File: src/rtl/cordic_share_arbiter_pkg.sv
// Shared definitions for the CORDIC share arbiter: FSM encodings, requester
// indices and the round-robin tie-break helper.
package cordic_share_arbiter_pkg;

    typedef enum logic [1:0] {
        IDLE   = 2'd0,
        GRANT0 = 2'd1,
        GRANT1 = 2'd2
    } arb_state_t;

    localparam logic PORT0 = 1'b0;
    localparam logic PORT1 = 1'b1;

    // On a tie the port that did not win last time gets the grant.
    function automatic logic rr_pick(input logic last_grant);
        return (last_grant == PORT0) ? PORT1 : PORT0;
    endfunction

endpackage

File: src/rtl/cordic_share_arbiter_if.sv
// AXI-Stream style channel (data, last, valid, ready) used for every stream
// port of the CORDIC share arbiter.
interface cordic_share_arbiter_if #(
    parameter int WIDTH = 32
);
    logic [WIDTH-1:0] tdata;
    logic             tlast;
    logic             tvalid;
    logic             tready;

    modport master (output tdata, output tlast, output tvalid, input tready);
    modport slave  (input tdata, input tlast, input tvalid, output tready);
endinterface

File: src/rtl/cordic_share_arbiter_tag_fifo.sv
// One-bit tag FIFO remembering which requester owns each packet inside the
// shared CORDIC; count is the registered occupancy that drives full/empty.
module tag_fifo
    import cordic_share_arbiter_pkg::*;
#(
    parameter int DEPTH_LOG2 = 2
) (
    input  logic                clk,
    input  logic                rst,
    input  logic                push,
    input  logic                push_tag,
    input  logic                pop,
    output logic                head_tag,
    output logic                full,
    output logic                empty,
    output logic [DEPTH_LOG2:0] count
);

    localparam int DEPTH = 1 << DEPTH_LOG2;
    localparam logic [DEPTH_LOG2:0] FULL_COUNT = (DEPTH_LOG2 + 1)'(DEPTH);

    logic [DEPTH-1:0]      mem;
    logic [DEPTH_LOG2-1:0] wr_ptr;
    logic [DEPTH_LOG2-1:0] rd_ptr;

    // Pointers are exactly DEPTH_LOG2 bits wide, so they wrap modulo depth.
    always_ff @(posedge clk or posedge rst) begin
        if (rst) begin
            mem    <= '0;
            wr_ptr <= '0;
            rd_ptr <= '0;
            count  <= '0;
        end else begin
            if (push) begin
                mem[wr_ptr] <= push_tag;
                wr_ptr      <= wr_ptr + 1'b1;
            end
            if (pop) begin
                rd_ptr <= rd_ptr + 1'b1;
            end
            case ({push, pop})
                2'b10:   count <= count + 1'b1;
                2'b01:   count <= count - 1'b1;
                default: count <= count;
            endcase
        end
    end

    assign head_tag = mem[rd_ptr];
    assign full     = (count == FULL_COUNT);
    assign empty    = (count == '0);

endmodule

File: src/rtl/cordic_share_arbiter.sv
// Packet-level round-robin arbiter sharing one CORDIC between two requesters,
// routing returning results back by a FIFO of grant tags.
module cordic_share_arbiter
    import cordic_share_arbiter_pkg::*;
#(
    parameter int WIDTH          = 32,
    parameter int TAG_DEPTH_LOG2 = 2
) (
    input  logic                      ce_clk,
    input  logic                      ce_rst,
    cordic_share_arbiter_if.slave     s0,
    cordic_share_arbiter_if.slave     s1,
    cordic_share_arbiter_if.master    c,
    cordic_share_arbiter_if.slave     r,
    cordic_share_arbiter_if.master    o0,
    cordic_share_arbiter_if.master    o1,
    output logic [TAG_DEPTH_LOG2:0]   inflight,
    output logic                      busy
);

    arb_state_t       state, state_next;
    logic             last_grant;
    logic             push, push_tag, pop;
    logic             head_tag, full, empty;
    logic [WIDTH-1:0] c_data_mux;

    always_ff @(posedge ce_clk or posedge ce_rst) begin
        if (ce_rst) begin
            state      <= IDLE;
            last_grant <= PORT1;
        end else begin
            state <= state_next;
            if (push) begin
                last_grant <= push_tag;
            end
        end
    end

    // Grants are only decided in IDLE, which costs one bubble cycle per packet.
    always_comb begin
        state_next = state;
        push       = 1'b0;
        push_tag   = PORT0;
        c_data_mux = s0.tdata;
        c.tlast    = s0.tlast;
        c.tvalid   = 1'b0;
        s0.tready  = 1'b0;
        s1.tready  = 1'b0;
        case (state)
            IDLE: begin
                if (!full && (s0.tvalid || s1.tvalid)) begin
                    push = 1'b1;
                    if (s0.tvalid && s1.tvalid) begin
                        push_tag = rr_pick(last_grant);
                    end else begin
                        push_tag = s1.tvalid ? PORT1 : PORT0;
                    end
                    state_next = (push_tag == PORT1) ? GRANT1 : GRANT0;
                end
            end
            GRANT0: begin
                c.tvalid  = s0.tvalid;
                s0.tready = c.tready;
                if (s0.tvalid && c.tready && s0.tlast) begin
                    state_next = IDLE;
                end
            end
            GRANT1: begin
                c_data_mux = s1.tdata;
                c.tlast    = s1.tlast;
                c.tvalid   = s1.tvalid;
                s1.tready  = c.tready;
                if (s1.tvalid && c.tready && s1.tlast) begin
                    state_next = IDLE;
                end
            end
            default: begin
                state_next = IDLE;
            end
        endcase
    end

    assign c.tdata = c_data_mux;

    // Results belong to whichever requester's tag sits at the FIFO head.
    always_comb begin
        o0.tvalid = r.tvalid && !empty && (head_tag == PORT0);
        o1.tvalid = r.tvalid && !empty && (head_tag == PORT1);
        r.tready  = !empty && ((head_tag == PORT1) ? o1.tready : o0.tready);
    end

    assign o0.tdata = r.tdata;
    assign o0.tlast = r.tlast;
    assign o1.tdata = r.tdata;
    assign o1.tlast = r.tlast;

    assign pop  = r.tvalid && r.tready && r.tlast;
    assign busy = (state != IDLE);

    tag_fifo #(
        .DEPTH_LOG2 (TAG_DEPTH_LOG2)
    ) u_tag_fifo (
        .clk      (ce_clk),
        .rst      (ce_rst),
        .push     (push),
        .push_tag (push_tag),
        .pop      (pop),
        .head_tag (head_tag),
        .full     (full),
        .empty    (empty),
        .count    (inflight)
    );

endmodule

File: src/flat_wrapper.sv
// flat-port wrapper written by rule: the top's interface ports become plain ports
module cordic_share_arbiter_flat import cordic_share_arbiter_pkg::*;
#(
    parameter int WIDTH          = 32,
    parameter int TAG_DEPTH_LOG2 = 2
)
  (ce_clk, ce_rst, inflight, busy, s0_tdata, s0_tlast, s0_tvalid, s0_tready, s1_tdata, s1_tlast, s1_tvalid, s1_tready, c_tdata, c_tlast, c_tvalid, c_tready, r_tdata, r_tlast, r_tvalid, r_tready, o0_tdata, o0_tlast, o0_tvalid, o0_tready, o1_tdata, o1_tlast, o1_tvalid, o1_tready);
  cordic_share_arbiter_if #(.WIDTH(WIDTH)) s0_i ();
  cordic_share_arbiter_if #(.WIDTH(WIDTH)) s1_i ();
  cordic_share_arbiter_if #(.WIDTH(WIDTH)) c_i ();
  cordic_share_arbiter_if #(.WIDTH(WIDTH)) r_i ();
  cordic_share_arbiter_if #(.WIDTH(WIDTH)) o0_i ();
  cordic_share_arbiter_if #(.WIDTH(WIDTH)) o1_i ();
  input  logic ce_clk;
  input  logic ce_rst;
  output logic [TAG_DEPTH_LOG2:0] inflight;
  output logic busy;
  input wire logic [$bits(s0_i.tdata)-1:0] s0_tdata;
  input wire logic [$bits(s0_i.tlast)-1:0] s0_tlast;
  input wire logic [$bits(s0_i.tvalid)-1:0] s0_tvalid;
  output wire logic [$bits(s0_i.tready)-1:0] s0_tready;
  input wire logic [$bits(s1_i.tdata)-1:0] s1_tdata;
  input wire logic [$bits(s1_i.tlast)-1:0] s1_tlast;
  input wire logic [$bits(s1_i.tvalid)-1:0] s1_tvalid;
  output wire logic [$bits(s1_i.tready)-1:0] s1_tready;
  output wire logic [$bits(c_i.tdata)-1:0] c_tdata;
  output wire logic [$bits(c_i.tlast)-1:0] c_tlast;
  output wire logic [$bits(c_i.tvalid)-1:0] c_tvalid;
  input wire logic [$bits(c_i.tready)-1:0] c_tready;
  input wire logic [$bits(r_i.tdata)-1:0] r_tdata;
  input wire logic [$bits(r_i.tlast)-1:0] r_tlast;
  input wire logic [$bits(r_i.tvalid)-1:0] r_tvalid;
  output wire logic [$bits(r_i.tready)-1:0] r_tready;
  output wire logic [$bits(o0_i.tdata)-1:0] o0_tdata;
  output wire logic [$bits(o0_i.tlast)-1:0] o0_tlast;
  output wire logic [$bits(o0_i.tvalid)-1:0] o0_tvalid;
  input wire logic [$bits(o0_i.tready)-1:0] o0_tready;
  output wire logic [$bits(o1_i.tdata)-1:0] o1_tdata;
  output wire logic [$bits(o1_i.tlast)-1:0] o1_tlast;
  output wire logic [$bits(o1_i.tvalid)-1:0] o1_tvalid;
  input wire logic [$bits(o1_i.tready)-1:0] o1_tready;
  assign s0_i.tdata = s0_tdata;
  assign s0_i.tlast = s0_tlast;
  assign s0_i.tvalid = s0_tvalid;
  assign s0_tready = s0_i.tready;
  assign s1_i.tdata = s1_tdata;
  assign s1_i.tlast = s1_tlast;
  assign s1_i.tvalid = s1_tvalid;
  assign s1_tready = s1_i.tready;
  assign c_tdata = c_i.tdata;
  assign c_tlast = c_i.tlast;
  assign c_tvalid = c_i.tvalid;
  assign c_i.tready = c_tready;
  assign r_i.tdata = r_tdata;
  assign r_i.tlast = r_tlast;
  assign r_i.tvalid = r_tvalid;
  assign r_tready = r_i.tready;
  assign o0_tdata = o0_i.tdata;
  assign o0_tlast = o0_i.tlast;
  assign o0_tvalid = o0_i.tvalid;
  assign o0_i.tready = o0_tready;
  assign o1_tdata = o1_i.tdata;
  assign o1_tlast = o1_i.tlast;
  assign o1_tvalid = o1_i.tvalid;
  assign o1_i.tready = o1_tready;
  cordic_share_arbiter #(.WIDTH(WIDTH), .TAG_DEPTH_LOG2(TAG_DEPTH_LOG2)) u_core (.ce_clk(ce_clk), .ce_rst(ce_rst), .s0(s0_i), .s1(s1_i), .c(c_i), .r(r_i), .o0(o0_i), .o1(o1_i), .inflight(inflight), .busy(busy));
endmodule
File: config.mk
export PLATFORM = sky130hd
export DESIGN_NAME = cordic_share_arbiter_flat
export DESIGN_NICKNAME = d
export VERILOG_FILES = /design/src/rtl/cordic_share_arbiter_pkg.sv /design/src/rtl/cordic_share_arbiter_if.sv /design/src/rtl/cordic_share_arbiter_tag_fifo.sv /design/src/rtl/cordic_share_arbiter.sv /design/src/flat_wrapper.sv
export SDC_FILE = /design/constraint.sdc
export NUM_CORES = 1
export LEC_CHECK = 0
export CAP_MARGIN = 15
export CORE_ASPECT_RATIO = 0.7
export CORE_MARGIN = 2
export CORE_UTILIZATION = 29
export CTS_CLUSTER_SIZE = 28
export DETAILED_ROUTE_END_ITERATION = 8
export MAX_ROUTING_LAYER = met4
export PLACE_DENSITY = 0.89
export SETUP_SLACK_MARGIN = 0.15
export SKIP_CTS_REPAIR_TIMING = 1
export SYNTH_ARGS = -nofsm -noshare
export SYNTH_HDL_FRONTEND = slang
export SYNTH_SLANG_ARGS = --single-unit
File: constraint.sdc
create_clock -name ce_clk -period 4.8 [get_ports ce_clk]
set_input_delay 0.72 -clock ce_clk [delete_from_list [all_inputs] [get_ports ce_clk]]
set_output_delay 0.72 -clock ce_clk [all_outputs]
set_load 0.1 [all_outputs]
==> flow_summary.yaml <==
grt:
  antenna_found_initial: 1
  grt_max_degree: 37
  grt_pass1_wl_mm: 8.15
  grt_usage: 0.155
  grt_overflow: 0
  grt_pass1_vias: 1604
layout:
  area_delta_synth_final_pct: 41.2
  seq_area_um2: 352
  multi_input_area_um2: 873
  nNetsFinal: 357
  drive_above_1_share: 0.342
  layout.cells.most_common: "clkdlybuf4s50_1"
  nFillCells: 547
  final_cell_mix: "84 x clkdlybuf4s50_1, 36 x buf_4, 33 x mux2_2, 13 x dfrtp_1, 10 x inv_1"
sta:
  worst_slew_pin_slew_ns: 0.975
  slew_headroom: 0.348
  finalCritPeriodShare: 0.690
  finalSetupViolations: 0
  finalMaxSlewViolations: 0
  tns_ns: 0
  min_period_ns: 3.31
  final.setup.worst_slack_ns: 1.49
  grt_setup_unrepaired: "false"
  hold_viol_final: 0
  fmax_mhz: 302
  finClkSkew_ns: 0.00123
pwr:
  p_leak_uw: 0.00109
  finalPower_uw: 2000
  ir_worst_vdd_uv: 342
  power_density_nw_per_um2: 792
synth:
  synth-compound-area-share: 0.0455
  synth_area_leader_cell: "buf_4"
  syn_nets: 303
  synth.distinct_cells: 34
  synthXorXnorAreaFrac: 0.0245
  synthTopCellsByArea: "buf_4 28%, mux2_2 21%, dfrtp_1 18%"
  ys_seq_area_frac: 0.197
  synth_top_family_by_area: "buffers and inverters"
  ys_ff_latch: 14
  synthCells: 187
  synth_top_area_share: 0.277
  synth-adder-area-share: 0.0672
  synthMuxAreaShare: 0.285
  yosys.area_share.simple: 0.0665
  avgSynthCellArea_um2: 9.56
  yosysWarnings: 0
  synthesis.area_um2: 1790
setup_path:
  max_stage_delay_ns: 1.15
  crit_arrival_ns: 2.59
  critPathCaptureType: "output port"
  cp.buffers_inverters: 2
  path_class: "in -> out"
  required_ns: 4.08
  reg2regPathDepth: 11
  ff2ff_setup_slack_ns: 2.34
  crit_family: "buffers and inverters"
  start_kind: "input port"
  cp_slowest_cell: "clkdlybuf4s50_1"
  rr_endpoint: "u_core.u_tag_fifo.count[2]$_DFFE_PP0P_"
  crit_fanout: 4
  r2r_start: "u_core.state[1]$_DFFE_PP0P_"
  cp_common_cell: "clkdlybuf4s50_1"
  crit_chain: "clkdlybuf4s50_1 > and2_1 > clkdlybuf4s50_1"
clock_tree:
  h-tree-depth: 1
  cts-root-buf: "clkbuf_8"
  clk_latency_ns: 0.25
  numCtsBuffers: 3
  clkTransAtPathRegs_ns: 0.06
  cts_tree: "yes"
  cts_max_path_buffers: 2
  cts.sinks: 14
outcome:
  outcome: "finished clean"
routing:
  firstDrtPassIters: 4
  ant_nets: 0
  drc: 0
  drt-wirelength-per-cell_um: 16.7
  first_iter_violations: 41
  wl_mm: 5.27
  via_per_inst: 4.48
  vias: 1417
floorplan:
  design.die.area_um2: 6820
  die_h_um: 69.7
  fp.dieW_um: 97.9
  ios: 216
  core_region_area_um2: 5840
  rows: 23
  initial_core_util: 0.306
min_path:
  hold_class: "reg -> reg"
  min_from: "u_core.u_tag_fifo.mem[2]$_DFFE_PP0P_"
  hold_end: "u_core.u_tag_fifo.mem[2]$_DFFE_PP0P_"
  whs_path_depth: 1
placement:
  io_buffers: 119
  globalplace.congestion: 0.801
  dpl.hpwl_mm: 4.43
  place_ws_ns: 1.52
run:
  drv_cap: 0
-- worst reg2reg max path, cell delays in order (launching register included) --
cell	delay [ns]
dfrtp_1	0.40
inv_1	0.09
ha_1	0.15
inv_1	0.08
a211oi_2	0.65
inv_1	0.12
ha_1	0.24
inv_1	0.07
fa_1	0.17
xor2_1	0.15
nor2_1	0.07
xor2_1	0.14
-- cells in the mapped netlist --
master and number:
inv_1 10, nand2_2 3, a32o_1 1, a21oi_1 1
buf_4 66, o2bb2ai_1 1, dfstp_2 1, ha_1 8
mux2_1 2, nand2b_1 1, buf_6 1, o21ai_1 1
nand3b_1 1, o21ai_0 2, a21boi_1 1, nor2_1 6
buf_2 3, nor2b_1 2, clkbuf_1 1, nand2_1 3
nor3b_2 1, a22oi_1 2, xor2_1 3, dfrtp_1 13
mux2_4 3, xnor2_1 2, o31ai_1 1, nor3_1 1
and2_1 2, nand3_1 2, fa_1 1, mux2i_1 7
a211oi_2 1, mux2_2 33
-- cells by family after synthesis --
logic type      after synthesis
flops                        14
buf+inv                      81
mux                          45
fa+ha+maj                     9
simple gates                 22
xor+xnor                      5
compound gates               11
-- routing by layer --
metal / part of all wire / GRT usage / up-vias
met3: 0.096 / 0.0736 / 17
met1: 0.36 / 0.149 / 644
met4: 0.036 / 0.0664 / 0
li1: - / - / 663
met2: 0.51 / 0.269 / 93
met5: 0 / - / -
-- flip-flops by register name, indices dropped and copies added (netlist names) --
signal,count
u_core.u_tag_fifo.rd_ptr,2
u_core.state,2
u_core.last_grant,1
u_core.u_tag_fifo.wr_ptr,2
u_core.u_tag_fifo.count,3
u_core.u_tag_fifo.mem,4
-- layout make-up --
| type | instances | share of cell area |
|---|---|---|
| inverters | 10 | 0.0149 |
| multi-input cells | 92 | 0.346 |
| flip-flops and latches | 14 | 0.139 |
| well taps | 75 | 0.0372 |
| repair buffers | 120 | 0.440 |
| diodes | 1 | 0.000991 |
| clock buffers | 4 | 0.0218 |
-- power breakdown --
group	internal, uW	switching, uW
logic	465	1180
clock network	72.7	41.7
registers	184	56.4
-- how the worst max path moves through the flow --
stage                                            start  depth (start not counted)        end  slack (ns)
6_report                                      c_tready                          3  s0_tready        1.49
5_1_grt        u_core.u_tag_fifo.rd_ptr[1]$_DFFE_PP0P_                          5   r_tready        1.38
4_1_cts                                       c_tready                          3  s0_tready        1.50
3_5_place_dp                                 o1_tready                          4   r_tready        1.52
3_3_place_gp                                  c_tready                          3  s0_tready        1.52
2_1_floorplan   u_core.u_tag_fifo.count[2]$_DFFE_PP0P_                          3  o1_tvalid        1.41
-- stage by stage --
step | utilization | std cells | area [um2] | hold WS (ns)
2_1_floorplan | - | 187 | 1790 | 0.464
3_3_place_gp | 0.422 | 311 | 2470 | 0.475
3_5_place_dp | 0.422 | 311 | 2470 | 0.485
4_1_cts | 0.432 | 315 | 2520 | 0.507
5_1_grt | 0.432 | 316 | 2520 | 0.525
6_report | 0.432 | 316 | 2520 | 0.508
Power figures use the tool's default switching activity.
